File: src/rtl/mem_responder_if.sv
// Request/response bus between an initiator and mem_responder.
// The initiator holds its request until it sees mem_resp.
interface mem_responder_if;
   logic        mem_read;
   logic        mem_write;
   logic [1:0]  mem_byte_enable;
   logic [15:0] mem_address;
   logic [15:0] mem_wdata;
   logic [15:0] mem_rdata;
   logic        mem_resp;

   modport master (
      output mem_read, mem_write, mem_byte_enable, mem_address, mem_wdata,
      input  mem_rdata, mem_resp
   );

   modport slave (
      input  mem_read, mem_write, mem_byte_enable, mem_address, mem_wdata,
      output mem_rdata, mem_resp
   );
endinterface

File: src/rtl/mem_responder.sv
// Fixed-latency word memory responder with byte-lane writes and request abort.
// A transaction is latched on acceptance and completes LATENCY edges later with a one-cycle mem_resp.
module mem_responder #(
   parameter int unsigned ADDR_WIDTH = 8,
   parameter int unsigned LATENCY    = 3
) (
   input logic            clk,
   input logic            rst_n,
   mem_responder_if.slave bus
);
   localparam int unsigned Words = 2 ** ADDR_WIDTH;
   localparam logic [3:0]  LatM1 = 4'(LATENCY - 1);

   typedef enum logic [1:0] {StIdle, StBusy, StResp} state_e;

   state_e                state_q, state_d;
   logic [3:0]            cnt_q, cnt_d;
   logic [ADDR_WIDTH-1:0] idx_q, idx_d;
   logic [15:0]           wdata_q, wdata_d;
   logic [1:0]            be_q, be_d;
   logic                  is_wr_q, is_wr_d;
   logic                  resp_q, resp_d;
   logic [15:0]           rdata_q, rdata_d;

   logic [15:0]           mem [Words];

   logic                  req;
   logic                  complete;
   logic                  commit_wr;
   logic                  cur_wr;
   logic [ADDR_WIDTH-1:0] cur_idx;
   logic [15:0]           cur_wdata;
   logic [1:0]            cur_be;
   logic                  unused_addr;

   assign req = bus.mem_read | bus.mem_write;
   // Address bits outside the word index are don't-care (aliasing).
   assign unused_addr = ^bus.mem_address;

   always_comb begin
      state_d   = state_q;
      cnt_d     = cnt_q;
      idx_d     = idx_q;
      wdata_d   = wdata_q;
      be_d      = be_q;
      is_wr_d   = is_wr_q;
      complete  = 1'b0;
      cur_idx   = idx_q;
      cur_wdata = wdata_q;
      cur_be    = be_q;
      cur_wr    = is_wr_q;

      unique case (state_q)
         StIdle: begin
            if (req) begin
               idx_d   = bus.mem_address[ADDR_WIDTH:1];
               wdata_d = bus.mem_wdata;
               be_d    = bus.mem_byte_enable;
               is_wr_d = bus.mem_write;
               cnt_d   = LatM1;
               if (LATENCY == 1) begin
                  // Completion on the accepting edge uses the live request.
                  state_d   = StResp;
                  complete  = 1'b1;
                  cur_idx   = idx_d;
                  cur_wdata = wdata_d;
                  cur_be    = be_d;
                  cur_wr    = is_wr_d;
               end else begin
                  state_d = StBusy;
               end
            end
         end
         StBusy: begin
            if (!req) begin
               state_d = StIdle;
               cnt_d   = 4'd0;
            end else if (cnt_q == 4'd0) begin
               state_d  = StResp;
               complete = 1'b1;
            end else begin
               cnt_d = cnt_q - 4'd1;
            end
         end
         StResp: state_d = StIdle;
         default: state_d = StIdle;
      endcase

      resp_d    = complete;
      commit_wr = complete & cur_wr & rst_n;
      rdata_d   = (complete && !cur_wr) ? mem[cur_idx] : rdata_q;
   end

   always_ff @(posedge clk or negedge rst_n) begin
      if (!rst_n) begin
         state_q <= StIdle;
         cnt_q   <= 4'd0;
         idx_q   <= '0;
         wdata_q <= 16'h0000;
         be_q    <= 2'b00;
         is_wr_q <= 1'b0;
         resp_q  <= 1'b0;
         rdata_q <= 16'h0000;
      end else begin
         state_q <= state_d;
         cnt_q   <= cnt_d;
         idx_q   <= idx_d;
         wdata_q <= wdata_d;
         be_q    <= be_d;
         is_wr_q <= is_wr_d;
         resp_q  <= resp_d;
         rdata_q <= rdata_d;
      end
   end

   // Storage is deliberately not reset.
   always_ff @(posedge clk) begin
      if (commit_wr) begin
         if (cur_be[0]) mem[cur_idx][7:0]  <= cur_wdata[7:0];
         if (cur_be[1]) mem[cur_idx][15:8] <= cur_wdata[15:8];
      end
   end

   assign bus.mem_rdata = rdata_q;
   assign bus.mem_resp  = resp_q;
endmodule

File: src/flat_wrapper.sv
// flat-port wrapper written by rule: the top's interface ports become plain ports
module mem_responder_flat 
#(
   parameter int unsigned ADDR_WIDTH = 8,
   parameter int unsigned LATENCY    = 3
)
  (clk, rst_n, bus_mem_read, bus_mem_write, bus_mem_byte_enable, bus_mem_address, bus_mem_wdata, bus_mem_rdata, bus_mem_resp);
  mem_responder_if bus_i ();
  input logic clk;
  input logic rst_n;
  input wire logic [$bits(bus_i.mem_read)-1:0] bus_mem_read;
  input wire logic [$bits(bus_i.mem_write)-1:0] bus_mem_write;
  input wire logic [$bits(bus_i.mem_byte_enable)-1:0] bus_mem_byte_enable;
  input wire logic [$bits(bus_i.mem_address)-1:0] bus_mem_address;
  input wire logic [$bits(bus_i.mem_wdata)-1:0] bus_mem_wdata;
  output wire logic [$bits(bus_i.mem_rdata)-1:0] bus_mem_rdata;
  output wire logic [$bits(bus_i.mem_resp)-1:0] bus_mem_resp;
  assign bus_i.mem_read = bus_mem_read;
  assign bus_i.mem_write = bus_mem_write;
  assign bus_i.mem_byte_enable = bus_mem_byte_enable;
  assign bus_i.mem_address = bus_mem_address;
  assign bus_i.mem_wdata = bus_mem_wdata;
  assign bus_mem_rdata = bus_i.mem_rdata;
  assign bus_mem_resp = bus_i.mem_resp;
  mem_responder #(.ADDR_WIDTH(ADDR_WIDTH), .LATENCY(LATENCY)) u_core (.clk(clk), .rst_n(rst_n), .bus(bus_i));
endmodule
File: config.mk
export PLATFORM = sky130hd
export DESIGN_NAME = mem_responder_flat
export DESIGN_NICKNAME = d
export VERILOG_FILES = /design/src/rtl/mem_responder_if.sv /design/src/rtl/mem_responder.sv /design/src/flat_wrapper.sv
export SDC_FILE = /design/constraint.sdc
export NUM_CORES = 2
export LEC_CHECK = 0
export CAP_MARGIN = 5
export CORE_AREA = 5 5 577 579
export DETAILED_ROUTE_END_ITERATION = 12
export DIE_AREA = 0 0 582 584
export GPL_ROUTABILITY_DRIVEN = 0
export PLACE_DENSITY = 0.76
export SLEW_MARGIN = 10
export SYNTH_ARGS = -nofsm -noshare
export SYNTH_HDL_FRONTEND = slang
export SYNTH_SLANG_ARGS = --single-unit
File: constraint.sdc
create_clock -name clk -period 8.4 [get_ports clk]
set_input_delay 0.84 -clock clk [delete_from_list [all_inputs] [get_ports clk]]
set_output_delay 0.84 -clock clk [all_outputs]
set_load 0.03 [all_outputs]
; ---- Word level (Yosys, flattened, before mapping)
; Memory sizes are Yosys's and may differ from the RTL's. A register that Yosys moved wholly into a read port is not among the register bits.
; Cells that the tools add are included.
[op_classes]
bitwise_logic = 3
mux = 17
shifts = 0
n_div = 0
magnitude_cmp = 0
n_eq_ne = 4
n_mul = 0
addsub = 1
n_reduce_logical = 9
[op_table]
columns = cell, n
row1 = $mux 4, 3
row2 = $mux 1, 9
row3 = $pmux 4 s2, 1
row4 = $mux 2, 3
row5 = $ne 3x3->1 const B, 2
row6 = $logic_not 4->1, 1
row7 = $pmux 2 s2, 1
row8 = $reduce_and 2->1, 2
row9 = $sub 4x1->4 const B, 1
row10 = $reduce_and 3->1, 1
row11 = $and 1x1->1, 2
row12 = $eq 2x1->1 const B, 1
row13 = $logic_not 1->1, 2
row14 = $logic_not 2->1, 1
row15 = $ne 2x1->1 const B, 1
row16 = $reduce_bool 2->1, 1
row17 = $logic_and 1x1->1, 1
row18 = $or 1x1->1, 1
[word_totals]
memories = 1
mem_bits_ro = 0
ram_bits = 4096
regBits = 34
latchBits = 0
[mem_list]
columns = memory, words, word_bits, rd, rd_clocked_by_memory_dff, wr, line_no
row1 = u_core.mem, 256, 16, 1, 1, 1, mem_responder.sv:25  ; logic [15:0] mem [Words];

; ---- Depth between registers and ports, before layout
[logic_depth]
word_depth = 8
ltp_mapped = 13

; ---- Worst setup path before layout
; OpenSTA, ideal clock, no wires.
[synth_timing]
kind = register to register
from = reg u_core.wdata_q[0], in the netlist u_core.cur_wdata[0]
to = mem u_core.mem[0][0] (data pin)
setup_time_ps = 803
period_less_slack_ps = 3982
stages_incl_launch_ff = 1
required_ps = 7597
arrival_ps = 3179
path_buffers = 0
slack_ps = 4418
cell_sequence = dfrtp_1
[synth_rtl]
columns = item, line_no
row1 = "start, declared", mem_responder.sv:19  ; logic [15:0] wdata_q, wdata_d;
row2 = "start signal, assigned", mem_responder.sv:108  ; wdata_q <= wdata_d;
row3 = "end, declared", mem_responder.sv:25
; Straight into the memory's write port.

; ---- Final worst setup path
[layout_timing]
from = reg u_core.cnt_q[0]
to = mem u_core.mem[17][9] (enable)
[layout_via]
elab_chain_cells = 8
[layout_lines]
columns = item, line_no
row1 = "start, declared", mem_responder.sv:17  ; logic [3:0] cnt_q, cnt_d;
row2 = "start signal, assigned", mem_responder.sv:106  ; cnt_q <= cnt_d;
row3 = $logic_not 4->1, mem_responder.sv:78  ; end else if (cnt_q == 4'd0) begin
row4 = $mux 1, mem_responder.sv:78
row5 = $mux 1, mem_responder.sv:75  ; if (!req) begin
row6 = $mux 1, mem_responder.sv:53  ; unique case (state_q)
row7 = net u_core.complete, mem_responder.sv:28  ; logic complete;
row8 = $and 1x1->1 (2 in series), mem_responder.sv:90  ; commit_wr = complete & cur_wr & rst_n;
row9 = $mux 1, mem_responder.sv:118  ; if (commit_wr) begin
row10 = $mux 1 (not written as such), mem_responder.sv:120  ; if (cur_be[1]) mem[cur_idx][15:8] <= cur_wdata[15:8];
; The timed path passes the listed nets, and every way through them passes these cells.

==> impl_metrics.env <==
export IMPL_synth_top_family_by_area="multiplexers"
export IMPL_total_power_mw=63.3
export IMPL_period_minus_slack_ps=5450
export IMPL_path_clk_slew_ps=60
export IMPL_wl_mm=410
export IMPL_worstSetupStartpointType="flop"
export IMPL_antenna_found_initial=16
export IMPL_worstPathCellList="inv_1 > ha_1 > nand4bb_1 > nor3_1 > nand4_1 > nor3_1 > nand2_1 > nor2_1"
export IMPL_final_hold_viol_count=0
export IMPL_fp_row_count=210
export IMPL_worst_pin_slew_ps=1330
export IMPL_grt_ovfl_total=0
export IMPL_cp_required_ps=8900
export IMPL_grt_use_met3_pct=6.75
export IMPL_drive_above_1_share_pct=24.1
export IMPL_io_pins=55
export IMPL_htreeDepth=5
export IMPL_syn_num_nets=7270
export IMPL_path_max_fanout=16
export IMPL_via_count=79500
export IMPL_cts_tree="done"
export IMPL_grt_use_met2_pct=36.8
export IMPL_ff2ff_path_depth=8
export IMPL_rrSetupSlack_ps=2950
export IMPL_fin_nets=7409
export IMPL_critPathBufInv=1
export IMPL_slew_violations=0
export IMPL_crit_path_end_kind="flop"
export IMPL_firstDrtPassIters=6
export IMPL_crit_path_top_delay_cell="nor3_1"
export IMPL_busiest_layer="met2"
export IMPL_ys_seq_area_share_pct=77.9
export IMPL_met1_usage_pct=32.6
export IMPL_dieHeight_um=584
export IMPL_wl_per_cell_um=34.1
export IMPL_final_common_cell="edfxtp_1"
export IMPL_synthMuxAreaShare_pct=16.2
export IMPL_setup_viol_count_final=0
export IMPL_grt_pass1_wl_mm=585
export IMPL_fillers=23100
export IMPL_synth_edf_count=4096
export IMPL_drc_errors=0
export IMPL_cpLargestDelayFamily="simple AND/OR/NAND/NOR gates"
export IMPL_ys_ff_latch=4146
export IMPL_cts_root_buffer="clkbuf_16"
export IMPL_ant_nets=0
export IMPL_grt_pass1_vias=79200
export IMPL_drv_cap=0
export IMPL_die_width_um=582
export IMPL_grt_use_total_pct=23.8
export IMPL_async_flop_share_pct=1.21
export IMPL_die_area_sq_um=340000
export IMPL_yosys_area_share_simple_pct=2.21
export IMPL_viasPerCell=6.61
export IMPL_numCtsBuffers=388
export IMPL_drtIter0Drc=12800
export IMPL_clock_sinks=4146
export IMPL_crit_arrival_ps=5950
export IMPL_fmax_mhz=184
export IMPL_whs_ps=311
export IMPL_critPathKind="reg -> reg"
export IMPL_area_growth_pct=11.1
export IMPL_cp_slowest_stage_delay_ps=1040
export IMPL_utilization_pct=54.3
export IMPL_syn_area_sq_um=160000
export IMPL_maxSlewHeadroom_pct=11.2
export IMPL_start_util_pct=48.9
export IMPL_fin_setup_tns_ps=0
export IMPL_peakVddDrop_v=0.000320
export IMPL_outcome="complete, no violations"
export IMPL_coreArea_sq_um=327000
export IMPL_min_period_over_period_pct=64.8
export IMPL_rsz0062_at_grt="false"
export IMPL_power_density_nw_per_um2=357
export IMPL_numPortBuffers=46
export IMPL_yosysWarnings=0
export IMPL_clock_latency_ps=900
export IMPL_synth_xor_area_share_pct=0
export IMPL_synthFlopType="edfxtp_1"
export IMPL_clock_path_buffers=4
export IMPL_netlist_instances=7231
export IMPL_synth_cell_types=60
export IMPL_synth_compound_area_share_pct=2.26
export IMPL_synth_area_per_cell_sq_um=22.1
export IMPL_r2r_end="u_core.mem[17][9]"
export IMPL_hpwl_mm=235
export IMPL_final_cell_mix="edfxtp_1 (4096), mux4_2 (1052), nor2_1 (550), clkbuf_16 (394), mux2i_1 (184)"
export IMPL_power_leakage_nw=54.0
export IMPL_clock_skew_ps=45.2
export IMPL_hp_class="in -> async"
export IMPL_synth_adder_area_share_pct=0.00784
export IMPL_grt_max_degree=221
export IMPL_worstReg2RegStart="u_core.cnt_q[0]"
export IMPL_path_common_cell="nor3_1"
[layout make-up]
type | count | area, sq um | area share (%)
well taps | 4346 | 5440 | 3.07
flip-flops and latches | 4146 | 124000 | 70.2
clock inverters | 202 | 1830 | 1.04
repair buffers | 202 | 1890 | 1.07
clock buffers | 493 | 10300 | 5.83
inverters | 6 | 27.5 | 0.0155
multi-input cells | 2626 | 33300 | 18.8
diodes | 9 | 22.5 | 0.0127
[worst reg2reg max path, stage by stage (launching register included)]
cell       delay (ps)
dfrtp_1           400
inv_1             100
ha_1              190
nand4bb_1         210
nor3_1            760
nand4_1           820
nor3_1           1050
nand2_1           690
nor2_1            840
[where the power goes]
| group | total, mW | switching, mW | internal, mW | leakage, nW |
|---|---|---|---|---|
| Sequential | 27.3 | 1.22 | 26.0 | 37.4 |
| Combinational | 18.9 | 12.4 | 6.51 | 10.7 |
| Clock | 17.1 | 7.44 | 9.62 | 5.94 |
[metrics by stage]
step	std cells	cell area (sq um)	setup slack, ps
after detailed placement	11300	165000	2500
after CTS	12000	177000	3120
after floorplan	7231	160000	4420
after global routing	12000	177000	2810
after global placement	11300	165000	2620
final	12000	177000	2950
[cells by family (layout without fill, tap and decap cells)]
family | Yosys count | count (layout)
AOI/OAI and AO/OA | 504 | 504
and+or+nand+nor | 851 | 851
DFF | 4146 | 4146
other | 0 | 9
buffers and inverters | 459 | 903
adders and majority gates | 1 | 1
muxes | 1270 | 1270
[state kept, by name (all words and copies together), names as in the netlist]
name and flops:
u_core.mem 4096, u_core.bus.mem_rdata 16, u_core.cur_wdata 16, u_core.cur_idx 8, u_core.cnt_q 4, u_core.be_q 2, u_core.state_q 2, u_core.bus.mem_resp 1
u_core.cur_wr 1
[synth_stat cells, types with 20 or more instances]
library cell	instances	area share, %
o22ai_1	52	0.20
edfxtp_1	4096	77
buf_2	161	0.50
nand4_1	20	0.078
o221ai_1	22	0.12
nand3_1	72	0.23
nor2_1	555	1.3
dfrtp_1	50	0.78
a221oi_1	40	0.22
o21ai_0	42	0.13
a21oi_1	64	0.20
mux4_2	1052	15
a211oi_1	27	0.13
nand2_1	138	0.32
buf_4	58	0.27
buf_1	24	0.056
mux2i_1	184	1.2
clkbuf_1	193	0.45
mux2_2	34	0.24
a22oi_1	155	0.73
[metal layers]
layer / vias to the layer above / part of all wire [%]
met2: 6217 / 47
met3: 945 / 13
met5: - / 0.014
met1: 41600 / 35
met4: 8 / 4.7
li1: 30800 / -
[how the worst max path moves through the flow]
stage,startpoint,end,slack (ps),cells past startpoint
6_report,u_core.cnt_q[0],u_core.mem[17][9],2950,8
4_1_cts,u_core.cnt_q[0],u_core.mem[17][8],3120,8
5_1_grt,u_core.cnt_q[0],u_core.mem[20][10],2810,8
3_3_place_gp,bus_mem_write,u_core.mem[19][10],2620,7
3_5_place_dp,bus_mem_write,u_core.mem[17][10],2500,7
2_1_floorplan,u_core.cur_wdata[0],u_core.mem[0][0],4420,0
[timing repair]
item / in CTS / in global routing
gates resized for setup: 0 / 0
hold endpoints to repair: 1 / 0
buffers inserted: 0 / 0
hold buffers: 1 / 0
Power figures use the tool's default switching activity.
